## src/rtl/fpu_issue_sched.sv

```systemverilog
// fpu_issue_sched: FPU dispatch with a completion-time schedule driving one writeback per cycle
module fpu_issue_sched #(
  parameter int LAT_ADD  = 3,
  parameter int LAT_MUL  = 3,
  parameter int LAT_INV  = 3,
  parameter int LAT_SQRT = 3
) (
  input  logic        clk,
  input  logic        rst_n,
  input  logic        issue_valid,
  input  logic [31:0] inst,
  input  logic [31:0] rs,
  input  logic [31:0] rt,
  input  logic        flush,
  output logic        issue_ready,
  output logic [3:0]  u_start,
  output logic [31:0] u_a,
  output logic [31:0] u_b,
  input  logic [31:0] add_res,
  input  logic [31:0] mul_res,
  input  logic [31:0] inv_res,
  input  logic [31:0] sqrt_res,
  output logic        wb_enable,
  output logic [4:0]  wb_addr,
  output logic [31:0] wb_data,
  output logic        wb_float,
  output logic [31:0] pending
);
  localparam int DA = LAT_ADD > LAT_MUL ? LAT_ADD : LAT_MUL;
  localparam int DB = LAT_INV > LAT_SQRT ? LAT_INV : LAT_SQRT;
  localparam int DEPTH = DA > DB ? DA : DB;
  typedef struct packed {
    logic       v;
    logic [4:0] rd;
    logic [1:0] src;
  } ent_t;
  ent_t [DEPTH-1:0] sched;
  ent_t [DEPTH:0]   ext;
  logic [5:0] op;
  logic [4:0] rd;
  logic [1:0] src;
  logic       fpu_op, busy, accept;
  int         lat;
  assign op = inst[31:26];
  assign rd = inst[15:11];
  assign fpu_op = op >= 6'h30 && op <= 6'h35;
  assign src = op == 6'h35 ? 2'd3 : op[2:1];
  assign lat = src == 2'd0 ? LAT_ADD : src == 2'd1 ? LAT_MUL : src == 2'd2 ? LAT_INV : LAT_SQRT;
  assign ext = {ent_t'('0), sched};
  always_comb begin
    busy = 1'b0;
    for (int i = 0; i < DEPTH; i++) busy = busy | (i == lat && sched[i].v);
  end
  assign issue_ready = rst_n & ~flush & (~fpu_op | (~pending[rd] & ~busy));
  assign accept = issue_valid & fpu_op & issue_ready;
  assign u_start = accept ? 4'b0001 << src : 4'b0000;
  assign u_a = accept ? rs : '0;
  assign u_b = (!accept || src == 2'd3) ? '0 : op[0] ? {~rt[31], rt[30:0]} : rt;
  assign wb_enable = rst_n & sched[0].v;
  assign wb_addr = wb_enable ? sched[0].rd : '0;
  assign wb_data = !wb_enable ? '0 : sched[0].src == 2'd0 ? add_res : sched[0].src == 2'd1 ? mul_res :
                   sched[0].src == 2'd2 ? inv_res : sqrt_res;
  assign wb_float = 1'b1;
  always_ff @(posedge clk)
    if (!rst_n || flush) begin
      sched <= '0;
      pending <= '0;
    end else begin
      for (int i = 0; i < DEPTH; i++) sched[i] <= (accept && i == lat - 1) ? {1'b1, rd, src} : ext[i+1];
      pending <= (pending & ~(wb_enable ? 32'd1 << wb_addr : 32'd0)) | (accept ? 32'd1 << rd : 32'd0);
    end
endmodule

```

## config.mk

```make
export PLATFORM = sky130hd
export DESIGN_NAME = fpu_issue_sched
export DESIGN_NICKNAME = d
export VERILOG_FILES = /design/src/rtl/fpu_issue_sched.sv
export SDC_FILE = /design/constraint.sdc
export NUM_CORES = 1
export LEC_CHECK = 0
export CELL_PAD_IN_SITES_DETAIL_PLACEMENT = 1
export CELL_PAD_IN_SITES_GLOBAL_PLACEMENT = 1
export CORE_AREA = 2 2 145 147
export CTS_CLUSTER_DIAMETER = 80
export DETAILED_ROUTE_END_ITERATION = 7
export DIE_AREA = 0 0 147 149
export PLACE_DENSITY = 0.82
export SYNTH_ARGS = -nofsm -noshare
export SYNTH_HDL_FRONTEND = slang
export SYNTH_SLANG_ARGS = --single-unit
```

## constraint.sdc

```tcl
create_clock -name clk -period 3.05 [get_ports clk]
set_input_delay 0.4575 -clock clk [delete_from_list [all_inputs] [get_ports clk]]
set_output_delay 0.4575 -clock clk [all_outputs]
set_load 0.02 [all_outputs]
```

Yosys cells after proc, flatten, opt, wreduce, memory -nomap -nowiden
Index checks and enable logic that the tools add are counted.
Widths: inputs -> output; s select.
- $lt $le $gt $ge: 3
- eq/ne operators: 4
- shift-type cells: 3
- muxes and demuxes: 15
- bitwise gates (word level): 14
- reduce and logical (&&, ||, !) cells: 7
- operator list (kind ; number):
    $mux 32 ; 9
    $shl 1x5->32 const A ; 2
    $and 32x32->32 ; 1
    $not 32->32 ; 1
    $or 32x32->32 ; 1
    $mux 8 ; 1
    $eq 6x6->1 const B ; 1
    $ge 6x6->1 const B ; 1
    $le 6x6->1 const B ; 1
    $lt 5x6->1 const B ; 1
    $and 1x1->1 ; 5
    $bmux 1 s5 ; 1
    $mux 5 ; 1
    $not 1->1 ; 5
    $eq 2x2->1 const B ; 2
    $mux 4 ; 1
    $shl 1x2->4 const A ; 1
    $eq 2x1->1 const B ; 1
    $logic_not 1->1 ; 2
    $logic_not 2->1 ; 1
    $logic_or 1x1->1 ; 2
    $mux 2 ; 1
    $reduce_or 2->1 ; 1
    $logic_and 1x1->1 ; 1
    2 further kinds ; 2
- register bits after elaboration: 56
- input bits: 228
- output and inout port bits: 140
- word-level logic and storage cells: 56

Logic depth before layout (Yosys ltp)
Gate-level depths: netlist of the first run.
- depth in word-level cells: 9
- gate-level depth with buffers: 9
- depth with buffers taken out: 6

Least setup slack after synthesis of the first run
Ideal clock, no wire load.
- path kind: input -> output
- start: in inst[11]
- end: out u_start[1]
- arrival: 2347 ps
- slack: 245 ps
- stages: 7
- buffers on the path: 2
- cells stage by stage: buf_4 mux4_2 o32a_2 o221ai_2 o31ai_4 buf_6 nor3b_1
- longest elaborated chain between the ends: 7
- RTL lines (item ; RTL line ; RTL):
    start, declared ; 11 ; input logic [31:0] inst,
    $bmux 1 s5 ; 54 ; assign issue_ready = rst_n & ~flush & (~fpu_op | (~pending[rd] & ~busy));
    $mux 1 (implied by the code) ; 54 ;
    $not 1->1 ; 54 ;
    $or 1x1->1 ; 54 ;
    $and 1x1->1 ; 54 ;
    $and 1x1->1 ; 55 ; assign accept = issue_valid & fpu_op & issue_ready;
    $mux 4 ; 56 ; assign u_start = accept ? 4'b0001 << src : 4'b0000;
    end, declared ; 16 ; output logic [3:0] u_start,
Every way passes these cells. The select of a mux whose other input is x is not followed.

Worst setup path after layout of the first run
- start: in inst[11]
- end: out u_start[0]
The elaborated chain is that of the path after synthesis.

==> impl_metrics.tcl, run 1 <==
set metrics [dict create \
    routabilityCongestion 0.8556 \
    htreeDepth 2 \
    drv_cap 0 \
    max_stage_delay_ps 520 \
    area_growth_pct 95.67 \
    relSlewSlack 0.6093 \
    async_flop_share 0 \
    initial_core_util 0.1925 \
    cts_root_buf "clkbuf_16" \
    p_int_mw 1.359 \
    fmax_mhz 339.0 \
    cp_data_arrival_time_ps 2490 \
    ys_seq_area_frac 0.2833 \
    synth_seq_cells 56 \
    min_period_ps 2950 \
    hold_path.class "reg2reg" \
    synth_edf_count 0 \
    placed_cells 1038 \
    yosysWarnings 0 \
    dp.final_hpwl_mm 16.12 \
    critPathMaxFanout 4 \
    final_net_count 1001 \
    rows 53 \
    whs_ps 427.6 \
    clk_path_buf_depth 2 \
    synthCells 427 \
    path_clk_slew_ps 70 \
    via_count 4844 \
    status "finished, final reports clean" \
    cts_hold_buf 0 \
    ioPinCount 368 \
    core_sq_um 20560 \
    cellPowerDensity_nw_per_um2 225.1 \
    grt_usage 0.1778 \
    hold_violations 0 \
    routedWlPerCell_um 19.13 \
    instances_no_fill 1049 \
    path_class "in2out" \
    wl_mm 20.06 \
    path_common_cell "dlygate4sd2_1" \
    power.leakage_nw 3.074 \
    firstDrtPassIters 5 \
    tns_ps 0 \
    fillers 2381 \
    die_w_um 147 \
    drv_slew 0 \
    drt-initial-drc-count 165 \
    ys.flop_type "dfxtp_1" \
    numPortBuffers 345 \
    die_y_um 149 \
    crit_chain "dlygate4sd2_1, mux4_2, o32a_2, o221ai_4, o31ai_4, buf_4, nor3_1, dlygate4sd2_1" \
    combPwrFrac 0.243 \
    setup_violations 0 \
    crit_path_start_kind "input pin" \
    cts_buffers 5 \
    p_seq_frac 0.419 \
    cp.buffers_inverters 3 \
    clockPowerShare 0.338 \
    p_switching_uw 384.9 \
    cts_tree "done" \
    vias_per_cell 4.618 \
    yosysUniqueCellTypes 33 \
    r2r_slack_ps 950 \
    drive_gt1_frac 0.2119 \
    grt_remaining_overflow 0 \
    syn_nets 655 \
    antenna_found_initial 0 \
    grt_pass1_wl_mm 30.27 \
    power_mw 1.743 \
    layout_commonest_cell "clkdlybuf4s50_1" \
    tightest_slew_ps 583.9 \
    multi_input_area_sq_um 2603 \
    regArea_sq_um 1122 \
    insertion_delay_ps 290 \
    cp_top_family "buffers and inverters" \
    grt_setup_unrepaired "no" \
    fin_skew_ps 9.744 \
    die-area_sq_um 21900 \
    grt_max_degree 50 \
    post-route-util 0.3767 \
    endpoint_kind "primary output" \
    syn_avg_cell_area_sq_um 9.268 \
    antenna-diode-count 0 \
    grt_pass1_vias 5250 \
    final_cell_mix "266 x clkdlybuf4s50_1, 88 x and2_1, 64 x buf_2" \
    max-vdd-ir-drop_v 0.0001919 \
    clock-sinks 56 \
    drc 0 \
    crit_path_top_delay_cell "mux4_2" \
    synth_area_sq_um 3958 \
    required_ps 2590 \
    postRouteAntennaNets 0 \
    period_share 0.9672 \
    switching_share 0.2208 \
]
[path summary, 6_finish.rpt]
| path | start | to | cells past startpoint |
|---|---|---|---|
| setup / recovery | inst[11] | u_start[0] | 8 |
| hold reg to reg | ext[16]$_SDFF_PP0_ | ext[8]$_SDFF_PP0_ | 1 |
| setup reg to reg | pending[23]$_SDFF_PP0_ | pending[5]$_SDFF_PP0_ | 7 |
| hold / removal | ext[16]$_SDFF_PP0_ | ext[8]$_SDFF_PP0_ | 1 |
[power groups by stage]
stage	registers (mW)	logic, mW	clock network [mW]
after floorplan	0.748	0.0986	0
after global placement	0.748	0.411	0
after detailed placement	0.748	0.421	0
after CTS	0.731	0.425	0.604
after global routing	0.731	0.452	0.633
final	0.731	0.423	0.589
[cells by family after synthesis]
family | after synthesis | share of synthesized area
other cells | 1 | 0.0009476
flops | 56 | 0.2833
xor+xnor | 1 | 0.002213
simple gates | 209 | 0.2994
buf+inv | 45 | 0.06513
compound gates | 75 | 0.1277
mux | 40 | 0.2213
[cell type report]
class,instances,share of cell area
timing repair buffer,381,0.4526
tap,275,0.04443
sequential,56,0.1449
clock inverter,2,0.001939
multi-input combinational,326,0.3361
clock buffer,6,0.01794
inverter,3,0.002101
[through the flow]
stage / worst slack, ps / area (sq um)
finish: 99.93 / 7744
global route: 20.48 / 7744
CTS: 28.55 / 8004
detailed placement: -677.1 / 7840
global placement: -662.0 / 7840
floorplan: 245.1 / 3958
[layer usage]
metal | wire, um | track usage | share of wire | up-vias
li1 | - | - | - | 2233
met1 | 7398 | 0.1886 | 0.37 | 2313
met2 | 10480 | 0.3432 | 0.52 | 272
met3 | 1792 | 0.05352 | 0.089 | 26
met4 | 395 | 0.04423 | 0.020 | 0
met5 | 0 | 0 | 0 | -
[worst reg2reg max path, cell delays in order, from the launching register on]
cell      delay, ps
dfxtp_1         360
mux4_2          490
o32a_2          360
o221ai_4         90
o31ai_4         130
buf_4           160
buf_4           220
o21ai_0         210
[cells in the mapped netlist (3+ instances only)]
library cell,n,area (sq um)
clkbuf_1,18,67.56
nor2b_1,6,37.54
nand3_1,3,15.01
o21ai_0,35,175.2
and2_1,88,550.5
nor3b_1,5,37.54
nor2_1,8,30.03
buf_6,9,101.4
nand3b_1,5,37.54
nand2b_1,3,18.77
mux4_2,38,855.8
o211ai_1,32,240.2
nor3_1,5,25.02
and3_1,41,256.5
dfxtp_1,56,1121
buf_2,5,25.02
nand2_1,42,157.7
buf_1,6,22.52
[sequential cells by signal, summed over array words and instances, names as in the netlist]
signal,count
pending,32
ext,24
[timing repair]
action                     CTS  global route
setup endpoints to repair   69            45
resized for setup          238            46
pin swaps                    3             0
gates cloned                 1             0
setup buffers                2             0
Note: power is estimated with default switching activity, not from simulation.
==> run 2: changes to the inputs <==
SKIP_CTS_REPAIR_TIMING = 1   (was not set)
==> run 2 against run 1 <==
Compared with the run above:
- sequential cell count stayed put
- largest power group unchanged
- largest cell class unchanged
- critical path type unchanged
- clock skew is 1.6 ps higher
- critical path depth is 3 higher
- critical endpoint is now u_b[17]
==> impl_metrics.tcl, run 2 (synthesis results as in run 1) <==
set metrics [dict create \
    path_clk_slew_ps 70 \
    critPathMaxFanout 27 \
    grt_max_degree 50 \
    fin_skew_ps 11.32 \
    dpl_cell_area_sq_um 7840 \
    stdcell_area_sq_um 7846 \
    grt_remaining_overflow 0 \
    status "finished, final reports clean" \
    dp.final_hpwl_mm 16.12 \
    routedWlPerCell_um 19.22 \
    max-vdd-ir-drop_v 0.0001908 \
    crit_path_start_kind "input pin" \
    clk_path_buf_depth 2 \
    min_period_ps 2988 \
    postRouteAntennaNets 0 \
    power.leakage_nw 3.341 \
    cellPowerDensity_nw_per_um2 223.2 \
    layout_commonest_cell "clkdlybuf4s50_1" \
    path_class "in2out" \
    cts_tree "done" \
    drv_cap 0 \
    tightest_slew_ps 573.2 \
    cp_data_arrival_time_ps 2530 \
    area_growth_pct 98.26 \
    cts_buffers 5 \
    ioPinCount 368 \
    drv_slew 0 \
    wl_mm 20.15 \
    grt_usage 0.1740 \
    setup_violations 0 \
    die_w_um 147 \
    rows 53 \
    period_share 0.9798 \
    placed_cells 1038 \
    numPortBuffers 345 \
    drc 0 \
    hold_path.class "reg2reg" \
    drt-initial-drc-count 183 \
    antenna-diode-count 0 \
    drive_gt1_frac 0.1915 \
    vias_per_cell 4.649 \
    hold_violations 0 \
    die_y_um 149 \
    die-area_sq_um 21900 \
    final_cell_mix "265 x clkdlybuf4s50_1, 88 x and2_1, 55 x dfxtp_1" \
    largest_reg_flops 32 \
    antenna_found_initial 0 \
    insertion_delay_ps 300 \
    final_net_count 1000 \
    htreeDepth 2 \
    endpoint_kind "primary output" \
    grt_pass1_vias 5157 \
    cts_root_buf "clkbuf_16" \
    core_sq_um 20560 \
    relSlewSlack 0.6164 \
    largest-register "pending" \
    clock-sinks 56 \
    via_count 4872 \
    instances_no_fill 1048 \
    required_ps 2590 \
    grt_pass1_wl_mm 29.58 \
    initial_core_util 0.1925 \
    fmax_mhz 334.6 \
    firstDrtPassIters 4 \
    routabilityCongestion 0.8556 \
]
==> run 2: cell count changes in the layout (fill, tap and decap cells not counted), sizes merged <==
cell	before	now
dlymetal6s2s	0	23
dlygate4sd2	7	0
buf	106	40
clkdlybuf4s15	2	0
clkdlybuf4s50	266	265
clkbuf	6	58
==> run 2: metal layers <==
metal | vias to the layer above | routed length (um) | GRT usage
met5 | - | 0 | 0
met4 | 0 | 404 | 0.04327
met3 | 29 | 1994 | 0.05535
met2 | 303 | 10560 | 0.3329
met1 | 2312 | 7191 | 0.1852
li1 | 2228 | - | -
==> run 2: critical path, stage by stage <==
cell and delay [ps]:
clkbuf_2 160, buf_6 170, mux2i_1 260, o21ai_0 210, a211oi_4 360, o31ai_4 100
buf_4 170, inv_6 70, buf_12 140, and3_1 170, dlymetal6s2s_1 250
==> run 2: final timing paths <==
| path | endpoint | cells after the start | startpoint | slack, ps |
|---|---|---|---|---|
| max reg2reg | pending[5]$_SDFF_PP0_ | 8 | pending[23]$_SDFF_PP0_ | 850 |
| min | ext[8]$_SDFF_PP0_ | 1 | ext[16]$_SDFF_PP0_ | 430 |
| min reg2reg | ext[8]$_SDFF_PP0_ | 1 | ext[16]$_SDFF_PP0_ | 430 |
| max | u_b[17] | 11 | inst[12] | 60 |
==> run 2: area by class of cell <==
type                       count  area [sq um]
clock buffer                   6         138.9
tap                          275         344.1
inverter                       3         16.27
clock inverter                 2         15.01
multi-input combinational    326          2610
fill                        2357         12710
sequential                    56          1122
timing repair buffer         380          3600
==> run 2: metrics by stage <==
| stage | power (mW) | util | setup WS [ps] | hold WS (ps) | setup TNS [ps] |
|---|---|---|---|---|---|
| after CTS | 1.759 | 0.3889 | -685.8 | 430.2 | -44680 |
| final | 1.751 | 0.3817 | 61.61 | 427.4 | 0 |
| after global placement | 1.160 | 0.3814 | -662.0 | 409.1 | -43160 |
| after global routing | 1.816 | 0.3817 | -59.01 | 444.2 | -59.13 |
| after floorplan | 0.8471 | - | 245.1 | 405.7 | 0 |
| after detailed placement | 1.169 | 0.3814 | -677.1 | 412.8 | -44420 |
==> run 2: where the power goes <==
| group | internal [mW] | switching, mW | total [mW] |
|---|---|---|---|
| clock | 0.327 | 0.269 | 0.596 |
| combinational | 0.301 | 0.123 | 0.424 |
| sequential | 0.731 | 0.000202 | 0.731 |
